--- config.mk ---
export PLATFORM = sky130hd
export DESIGN_NAME = mw_load_store_unit
export DESIGN_NICKNAME = d
export VERILOG_FILES = /design/src/rtl/mw_load_store_unit.sv
export SDC_FILE = /design/constraint.sdc
export NUM_CORES = 1
export LEC_CHECK = 0
export ABC_AREA = 0
export BUFFER_PORTS_ARGS = -buffer_cell sky130_fd_sc_hd__buf_2
export CORE_ASPECT_RATIO = 0.5
export CORE_MARGIN = 2
export CORE_UTILIZATION = 49
export DETAILED_ROUTE_END_ITERATION = 10
export MAX_ROUTING_LAYER = met4
export PLACE_DENSITY = 0.9
export SLEW_MARGIN = 20
export SYNTH_ARGS = -nofsm -noshare
export SYNTH_HDL_FRONTEND = slang
export SYNTH_SLANG_ARGS = --single-unit
--- constraint.sdc ---
create_clock -name clk -period 2.67 [get_ports clk]
set_input_delay 0.534 -clock clk [delete_from_list [all_inputs] [get_ports clk]]
set_output_delay 0.534 -clock clk [all_outputs]
set_load 0.01 [all_outputs]
--- src/rtl/mw_load_store_unit.sv ---
// rtl/mw_load_store_unit.sv - MW-stage load/store unit: data-bus access, load formatting, writeback
module mw_load_store_unit #(
  parameter int unsigned MAX_WAIT = 15
) (
  input  logic        clk,
  input  logic        rst,
  input  logic        ld_mw,
  input  logic        st_mw,
  input  logic [2:0]  funct3_mw,
  input  logic [31:0] alu_result_mw,
  input  logic [31:0] rdata2_mw,
  input  logic [31:0] pc_mw,
  input  logic [4:0]  waddr_mw,
  input  logic        regwr_mw,
  input  logic [1:0]  wb_sel_mw,
  output logic        dbus_req,
  output logic        dbus_we,
  output logic [31:0] dbus_addr,
  output logic [31:0] dbus_wdata,
  output logic [3:0]  dbus_be,
  input  logic [31:0] dbus_rdata,
  input  logic        dbus_ready,
  output logic        stall,
  output logic        rf_we,
  output logic [4:0]  rf_waddr,
  output logic [31:0] rf_wdata,
  output logic        misalign_exc,
  output logic        bus_err
);

  typedef enum logic [1:0] {IDLE, ACCESS, DONE} state_t;

  state_t      state, state_nx;
  logic [7:0]  cnt;
  logic        err;
  logic [31:0] ld_data_q;

  logic        mem_op;
  logic        is_byte;
  logic        is_half;
  logic        misaligned;
  logic        timeout;
  logic        wr_ok;
  logic [3:0]  be_nx;
  logic [31:0] wdata_nx;
  logic [31:0] lane;
  logic [31:0] ld_fmt;
  logic [31:0] wb_val;

  assign mem_op  = ld_mw | st_mw;
  // funct3 100/101 are sized accesses only for loads; for stores they fall back to word
  assign is_byte = (funct3_mw == 3'b000) | (ld_mw & (funct3_mw == 3'b100));
  assign is_half = (funct3_mw == 3'b001) | (ld_mw & (funct3_mw == 3'b101));
  assign wr_ok   = regwr_mw & (waddr_mw != 5'd0);
  assign timeout = (cnt == 8'(MAX_WAIT - 1));

  always_comb begin
    misaligned = 1'b0;
    be_nx      = 4'b1111;
    wdata_nx   = rdata2_mw;
    if (is_byte) begin
      be_nx    = 4'b0001 << alu_result_mw[1:0];
      wdata_nx = {4{rdata2_mw[7:0]}};
    end else if (is_half) begin
      misaligned = alu_result_mw[0];
      be_nx      = alu_result_mw[1] ? 4'b1100 : 4'b0011;
      wdata_nx   = {2{rdata2_mw[15:0]}};
    end else begin
      misaligned = (alu_result_mw[1:0] != 2'b00);
    end
  end

  // MW registers are frozen during the access, so the address low bits still pick the lane
  assign lane = dbus_rdata >> {alu_result_mw[1:0], 3'b000};

  always_comb begin
    ld_fmt = dbus_rdata;
    case (funct3_mw)
      3'b000:  ld_fmt = {{24{lane[7]}}, lane[7:0]};
      3'b100:  ld_fmt = {24'b0, lane[7:0]};
      3'b001:  ld_fmt = {{16{lane[15]}}, lane[15:0]};
      3'b101:  ld_fmt = {16'b0, lane[15:0]};
      default: ld_fmt = dbus_rdata;
    endcase
  end

  always_comb begin
    case (wb_sel_mw)
      2'd1:    wb_val = ld_data_q;
      2'd2:    wb_val = pc_mw + 32'd4;
      default: wb_val = alu_result_mw;
    endcase
  end

  always_ff @(posedge clk) begin
    if (rst) begin
      state      <= IDLE;
      cnt        <= 8'd0;
      err        <= 1'b0;
      ld_data_q  <= 32'd0;
      dbus_req   <= 1'b0;
      dbus_we    <= 1'b0;
      dbus_addr  <= 32'd0;
      dbus_wdata <= 32'd0;
      dbus_be    <= 4'd0;
      bus_err    <= 1'b0;
    end else begin
      state   <= state_nx;
      bus_err <= 1'b0;
      case (state)
        IDLE: begin
          if (mem_op && !misaligned) begin
            dbus_req   <= 1'b1;
            dbus_we    <= st_mw;
            dbus_addr  <= {alu_result_mw[31:2], 2'b00};
            dbus_be    <= be_nx;
            dbus_wdata <= wdata_nx;
            cnt        <= 8'd0;
            err        <= 1'b0;
          end
        end
        ACCESS: begin
          if (dbus_ready) begin
            ld_data_q <= ld_fmt;
            dbus_req  <= 1'b0;
            dbus_we   <= 1'b0;
          end else if (timeout) begin
            dbus_req <= 1'b0;
            dbus_we  <= 1'b0;
            bus_err  <= 1'b1;
            err      <= 1'b1;
          end else begin
            cnt <= cnt + 8'd1;
          end
        end
        default: ;
      endcase
    end
  end

  always_comb begin
    state_nx     = state;
    stall        = 1'b0;
    rf_we        = 1'b0;
    misalign_exc = 1'b0;
    rf_wdata     = wb_val;
    case (state)
      IDLE: begin
        if (mem_op) begin
          if (misaligned) begin
            misalign_exc = 1'b1;
          end else begin
            stall    = 1'b1;
            state_nx = ACCESS;
          end
        end else begin
          rf_we = wr_ok;
        end
      end
      ACCESS: begin
        stall = 1'b1;
        if (dbus_ready || timeout) state_nx = DONE;
      end
      DONE: begin
        // the held instruction retires here; never restart its access
        rf_we    = wr_ok & ld_mw & ~err;
        rf_wdata = ld_data_q;
        state_nx = IDLE;
      end
      default: state_nx = IDLE;
    endcase
    if (rst) begin
      stall        = 1'b0;
      rf_we        = 1'b0;
      misalign_exc = 1'b0;
      state_nx     = IDLE;
    end
  end

  assign rf_waddr = waddr_mw;

endmodule

==> results of run 1 <==
## repair_timing
item                                    in CTS  in global routing
gates cloned                                 0                  0
pin swaps                                    0                  6
endpoints found under the setup margin      26                 23
gates resized for setup                      3                 14
## where the power goes
part	total (mW)	switching (mW)	leakage (nW)	internal, mW
Combinational	1.06	0.618	2.48	0.444
Clock	1.41	0.727	0.155	0.684
Sequential	1.85	0.0666	0.915	1.78
Total	4.32	1.41	3.55	2.91
## placed cells by master (no fill, tap or decap), types with 4 or more instances in the layout
| cell type | synthesis | final |
|---|---|---|
| a211oi_1 | 14 | 14 |
| a21oi_1 | 43 | 43 |
| a222oi_1 | 7 | 7 |
| a22o_1 | 49 | 49 |
| a22oi_1 | 38 | 36 |
| a311oi_2 | 5 | 5 |
| a31oi_1 | 19 | 19 |
| and2_1 | 4 | 4 |
| and3_1 | 7 | 7 |
| buf_2 | 17 | 248 |
| buf_4 | 9 | 28 |
| buf_6 | 5 | 5 |
| clkbuf_16 | 0 | 9 |
| clkinv_8 | 0 | 4 |
| dfxtp_1 | 112 | 112 |
| ha_1 | 5 | 5 |
| inv_1 | 14 | 14 |
| mux2_2 | 11 | 11 |
| mux2i_1 | 24 | 24 |
| nand2_1 | 62 | 62 |
| nand3_1 | 18 | 18 |
| nand4_1 | 7 | 7 |
| nor2_1 | 48 | 46 |
| nor2_4 | 2 | 4 |
| nor3_1 | 6 | 6 |
| o21ai_0 | 57 | 55 |
| o21ai_1 | 20 | 22 |
| o21bai_1 | 4 | 4 |
| or3_1 | 4 | 4 |
| xnor2_1 | 12 | 12 |
| xor2_1 | 17 | 17 |
## stage by stage
step / std cells / setup TNS [ns] / instance area, um^2
2_1_floorplan: 716 / 0 / 6150
3_3_place_gp: 1100 / -1.47 / 7520
3_5_place_dp: 1100 / -3.03 / 7520
4_1_cts: 1116 / 0 / 7850
5_1_grt: 1120 / -0.0617 / 7940
6_report: 1120 / 0 / 7940
## critical path, stage by stage
cell and delay, ns:
buf_2 0.09, inv_1 0.04, ha_1 0.28, inv_1 0.07, buf_4 0.18, a21o_4 0.26, buf_4 0.20, a22oi_1 0.19
o21ai_1 0.10, buf_2 0.15
## state kept, by name, indices dropped and copies added (netlist names)
| register | count |
|---|---|
| dbus_wdata | 32 |
| err | 1 |
| dbus_be | 4 |
| cnt | 8 |
| state | 2 |
| dbus_addr | 30 |
| dbus_req | 1 |
| bus_err | 1 |
| ld_data_q | 32 |
| dbus_we | 1 |
## worst max path at each step
stage,from,to,slack [ns],depth (start not counted)
after floorplan,wb_sel_mw[0],rf_wdata[11],0.20,8
after global placement,wb_sel_mw[0],rf_wdata[18],-0.12,9
final,wb_sel_mw[0],rf_wdata[25],0.03,10
after global routing,wb_sel_mw[0],rf_wdata[0],-0.01,10
after detailed placement,wb_sel_mw[0],rf_wdata[19],-0.20,9
after CTS,state[1]$_SDFFE_PP0P_,rf_wdata[17],0.01,6
## logic make-up after synthesis
logic type | Yosys count | share of synthesized area
muxes | 37 | 0.0629
buffers and inverters | 77 | 0.0621
adders and majority gates | 5 | 0.0102
xor gates and xnor gates | 29 | 0.0414
other | 1 | 0.000611
DFF | 112 | 0.365
and+or+nand+nor | 183 | 0.155
AOI/OAI and AO/OA | 271 | 0.303
## metal layers
| layer | share of wire | global-route usage | vias to the layer above | routed length, um |
|---|---|---|---|---|
| met1 | 0.40 | 0.375 | 3268 | 8570 |
| met5 | 0 | - | - | 0 |
| met2 | 0.46 | 0.478 | 436 | 9740 |
| met3 | 0.094 | 0.0589 | 89 | 2010 |
| met4 | 0.045 | 0.148 | 0 | 960 |
| li1 | - | - | 3111 | - |
## layout make-up
type | instances | share of cell area
Sequential cell | 112 | 0.283
Inverter | 15 | 0.00709
Clock inverter | 7 | 0.0121
Multi-Input combinational cell | 527 | 0.449
Tap cell | 165 | 0.0260
Clock buffer | 9 | 0.0284
Timing Repair Buffer | 282 | 0.193
Antenna cell | 3 | 0.000946
==> impl_metrics.env, run 1 <==
export IMPL_hpwl_um=15600
export IMPL_end_kind="output port"
export IMPL_pre_cts_ws_ns=-0.202
export IMPL_antenna_found_initial=3
export IMPL_finalHoldViolations=0
export IMPL_synth_edf_count=0
export IMPL_r2r_end="dbus_be[0]$_SDFFE_PP0P_"
export IMPL_finClkSkew_ns=0.0124
export IMPL_period_minus_slack_ns=2.64
export IMPL_syn_avg_cell_area_um2=8.59
export IMPL_startpoint_type="input pin"
export IMPL_grt_pass1_wl_um=32200
export IMPL_layout_drive_gt1_share=0.357
export IMPL_dr_total_vias=6904
export IMPL_path_clk_slew_ns=0.08
export IMPL_yosys_top_cells_area="dfxtp_1 (37%), a22o_1 (7.0%), o21ai_0 (4.6%)"
export IMPL_multi_input_area_um2=3570
export IMPL_tightestPinTransition_ns=0.891
export IMPL_yosys_warnings=0
export IMPL_dieWidth_um=162
export IMPL_max_cap_viol_count=0
export IMPL_syn_inst=715
export IMPL_register_area_um2=2240
export IMPL_clk_latency_ns=0.35
export IMPL_final_nets=1096
export IMPL_hp_class="in2reg"
export IMPL_slew_violations=0
export IMPL_powerDensity_nw_per_um2=545
export IMPL_grt_max_degree=57
export IMPL_netlist_area_um2=6140
export IMPL_grt_use_total=0.304
export IMPL_synth_main_ff_cell="dfxtp_1"
export IMPL_clockBufferDepth=2
export IMPL_crit_type="in2out"
export IMPL_async_flop_share=0
export IMPL_ios=255
export IMPL_first_pass_iters=7
export IMPL_max_slew_margin_rel=0.406
export IMPL_routed_via_density=6.16
export IMPL_finalWeightedCongestion=0.932
export IMPL_dieHeight_um=83.2
export IMPL_globalRouteOverflowTotal=0
export IMPL_ys_ff_latch=112
export IMPL_synth_top_area_cell="dfxtp_1"
export IMPL_route_detailed_drc=0
export IMPL_min_from="alu_result_mw[18]"
export IMPL_r2r_setup_slack_ns=0.49
export IMPL_synth_seq_area_share=0.365
export IMPL_synthDistinctLibCells=64
export IMPL_fmax_mhz=379
export IMPL_cp_required_ns=2.14
export IMPL_ant_nets=0
export IMPL_reg2reg_depth=7
export IMPL_htreeDepth=3
export IMPL_wl_per_cell_um=19.0
export IMPL_cts_sinks=112
export IMPL_rsz0062_at_grt="yes"
export IMPL_vdd_ir_drop_max_v=0.000349
export IMPL_postLayoutCoreUtil=0.660
export IMPL_start_util=0.511
export IMPL_setup_ws_ns=0.0339
export IMPL_p_leak_nw=3.55
export IMPL_rows=28
export IMPL_p_total_mw=4.32
export IMPL_synth_top_area_frac=0.365
export IMPL_syn2layout_area_growth_pct=29.2
export IMPL_outcome="complete, no violations"
export IMPL_root_buffer="clkbuf_16"
export IMPL_nFillCells=915
export IMPL_cts_made_buffers=9
export IMPL_min_path_cells=2
export IMPL_setup_viol=0
export IMPL_core_area_um2=12000
export IMPL_hold_ws_ns=0.404
export IMPL_cts_setup_buffers=0
export IMPL_reg2reg_from="state[1]$_SDFFE_PP0P_"
export IMPL_synth_most_common_cell="dfxtp_1"
export IMPL_cts_tree="done"
export IMPL_die_area_um2=13500
export IMPL_port_buffers=252
export IMPL_synth_common_cells="dfxtp_1 (112), nand2_1 (62), o21ai_0 (57)"
export IMPL_crit_arrival_ns=2.10
export IMPL_grt_pass1_vias=6412
export IMPL_hold_path_end="dbus_addr[18]$_SDFFE_PP0P_"
export IMPL_holdBufCountCts=0
export IMPL_critPathMaxFanout=14
export IMPL_initialDrtViolationCount=847
export IMPL_wl_um=21300
export IMPL_finalCritPeriodShare=0.987
Note: power is estimated with default switching activity, not from simulation.
==> inputs of run 2 (changes only) <==
--- a/config.mk
+++ b/config.mk
@@ -6,13 +6,13 @@
 export NUM_CORES = 1
 export LEC_CHECK = 0
 export ABC_AREA = 0
-export BUFFER_PORTS_ARGS = -buffer_cell sky130_fd_sc_hd__buf_2
 export CORE_ASPECT_RATIO = 0.5
 export CORE_MARGIN = 2
 export CORE_UTILIZATION = 49
 export DETAILED_ROUTE_END_ITERATION = 10
+export DONT_BUFFER_PORTS = 1
 export MAX_ROUTING_LAYER = met4
-export PLACE_DENSITY = 0.9
+export PLACE_DENSITY = 0.73
 export SLEW_MARGIN = 20
 export SYNTH_ARGS = -nofsm -noshare
 export SYNTH_HDL_FRONTEND = slang
==> impl_metrics.env, run 2 (same netlist as run 1, synthesis figures left out) <==
export IMPL_outcome="complete, no violations"
export IMPL_vdd_ir_drop_max_v=0.000285
export IMPL_postLayoutCoreUtil=0.548
export IMPL_crit_chain="nand2b_1 -> nand2_1 -> o21ai_0"
export IMPL_dr_total_vias=5500
export IMPL_syn2layout_area_growth_pct=7.25
export IMPL_globalRouteOverflowTotal=0
export IMPL_nFillCells=1095
export IMPL_grt_pass1_wl_um=28800
export IMPL_initialDrtViolationCount=518
export IMPL_rows=28
export IMPL_ant_nets=0
export IMPL_cts_resized=0
export IMPL_routed_via_density=6.40
export IMPL_grt_max_degree=46
export IMPL_layout_drive_gt1_share=0.112
export IMPL_root_buffer="clkbuf_16"
export IMPL_wl_per_cell_um=21.8
export IMPL_fin_setup_tns_ns=0
export IMPL_finClkSkew_ns=0.00795
export IMPL_dieHeight_um=83.2
export IMPL_max_slew_margin_rel=0.541
export IMPL_first_pass_iters=5
export IMPL_wl_um=18700
export IMPL_setup_viol=0
export IMPL_htreeDepth=3
export IMPL_cts_sinks=112
export IMPL_cts_made_buffers=9
export IMPL_critPathMaxStageDelay_ns=0.50
export IMPL_cp_slowest_cell="o21ai_0"
export IMPL_period_minus_slack_ns=2.50
export IMPL_route_detailed_drc=0
export IMPL_cts_setup_buffers=0
export IMPL_max_cap_viol_count=0
export IMPL_hpwl_um=14000
export IMPL_critPathMaxFanout=14
export IMPL_final_common_cell="dfxtp_1"
export IMPL_finalHoldViolations=0
export IMPL_clockBufferDepth=2
export IMPL_ios=255
export IMPL_end_kind="output port"
export IMPL_crit_type="reg2out"
export IMPL_tightestPinTransition_ns=0.687
export IMPL_core_area_um2=12000
export IMPL_rsz0062_at_grt="no"
export IMPL_hp_class="in2reg"
export IMPL_hold_ws_ns=0.243
export IMPL_clk_latency_ns=0.35
export IMPL_fmax_mhz=399
export IMPL_finalWeightedCongestion=0.954
export IMPL_port_buffers=0
export IMPL_slew_violations=0
export IMPL_grt_use_total=0.277
export IMPL_startpoint_type="flip-flop"
export IMPL_cp_top_family="simple AND/OR/NAND/NOR gates"
export IMPL_cts_tree="done"
export IMPL_cp_required_ns=2.14
export IMPL_die_area_um2=13500
export IMPL_holdBufCountCts=0
export IMPL_p_leak_nw=2.42
export IMPL_powerDensity_nw_per_um2=617
export IMPL_crit_arrival_ns=1.97
export IMPL_antenna_found_initial=0
export IMPL_dieWidth_um=162
export IMPL_finalCritPeriodShare=0.938
export IMPL_top_regs="dbus_wdata: 32 flops, ld_data_q: 32 flops, dbus_addr: 30 flops"
export IMPL_worst_path_buf_inv=0
export IMPL_layout_common_cells="dfxtp_1 (112), nand2_1 (62), o21ai_0 (57)"
export IMPL_grt_pass1_vias=5318
export IMPL_start_util=0.511
export IMPL_p_total_mw=4.06
export IMPL_antenna_diode_count=0
export IMPL_final_nets=839
export IMPL_path_clk_slew_ns=0.07
[run 2: cell types whose count changed in the layout (fill, tap and decap cells not counted), sizes merged]
| cell | change |
|---|---|
| diode | -3 |
| inv | -2 |
| bufinv | +2 |
| clkinvlp | +2 |
| buf | -257 |
| clkinv | -3 |
| clkbuf | +1 |
[run 2: cell type report]
type | instances | area (um^2) | share of cell area
Clock buffer | 10 | 239 | 0.0363
Clock inverter | 6 | 91.3 | 0.0139
Inverter | 15 | 56.3 | 0.00855
Multi-Input combinational cell | 527 | 3540 | 0.537
Sequential cell | 112 | 2240 | 0.340
Tap cell | 165 | 206 | 0.0313
Timing Repair Buffer | 25 | 213 | 0.0323
[run 2: worst paths after layout]
kind	start	end	slack, ns	cells past startpoint
max	state[0]$_SDFFE_PP0P_	rf_wdata[7]	0.17	3
min	rst	dbus_addr[24]$_SDFFE_PP0P_	0.24	1
max reg2reg	state[1]$_SDFFE_PP0P_	dbus_be[3]$_SDFFE_PP0P_	0.69	6
min reg2reg	err$_SDFFE_PP0P_	err$_SDFFE_PP0P_	0.46	1
[run 2: through the flow]
stage	setup WS (ns)	instance area, um^2	cells
6_report	0.165	6590	860
3_5_place_dp	0.221	6230	843
2_1_floorplan	0.197	6150	716
3_3_place_gp	0.260	6230	843
5_1_grt	0.0594	6590	860
4_1_cts	0.0607	6570	859
[run 2: layer usage]
layer | share of wire | global-route usage | vias up | wire [um]
met5 | 0 | - | - | 0
met4 | 0.013 | 0.0724 | 0 | 240
met3 | 0.086 | 0.0694 | 23 | 1600
met2 | 0.46 | 0.430 | 244 | 8570
met1 | 0.44 | 0.362 | 2643 | 8310
li1 | - | - | 2590 | -
[run 2: where the power goes]
group / leakage (nW) / switching (mW) / internal, mW
registers: 0.915 / 0.123 / 1.78
clock network: 0.157 / 0.655 / 0.854
logic: 1.34 / 0.377 / 0.269
[run 2: worst register-to-register path, stage by stage (launching register included)]
cell and delay (ns):
dfxtp_1 0.37, o21bai_1 0.20, a211oi_2 0.29, and2_1 0.24, buf_4 0.40, nor2_1 0.12, a311oi_2 0.26
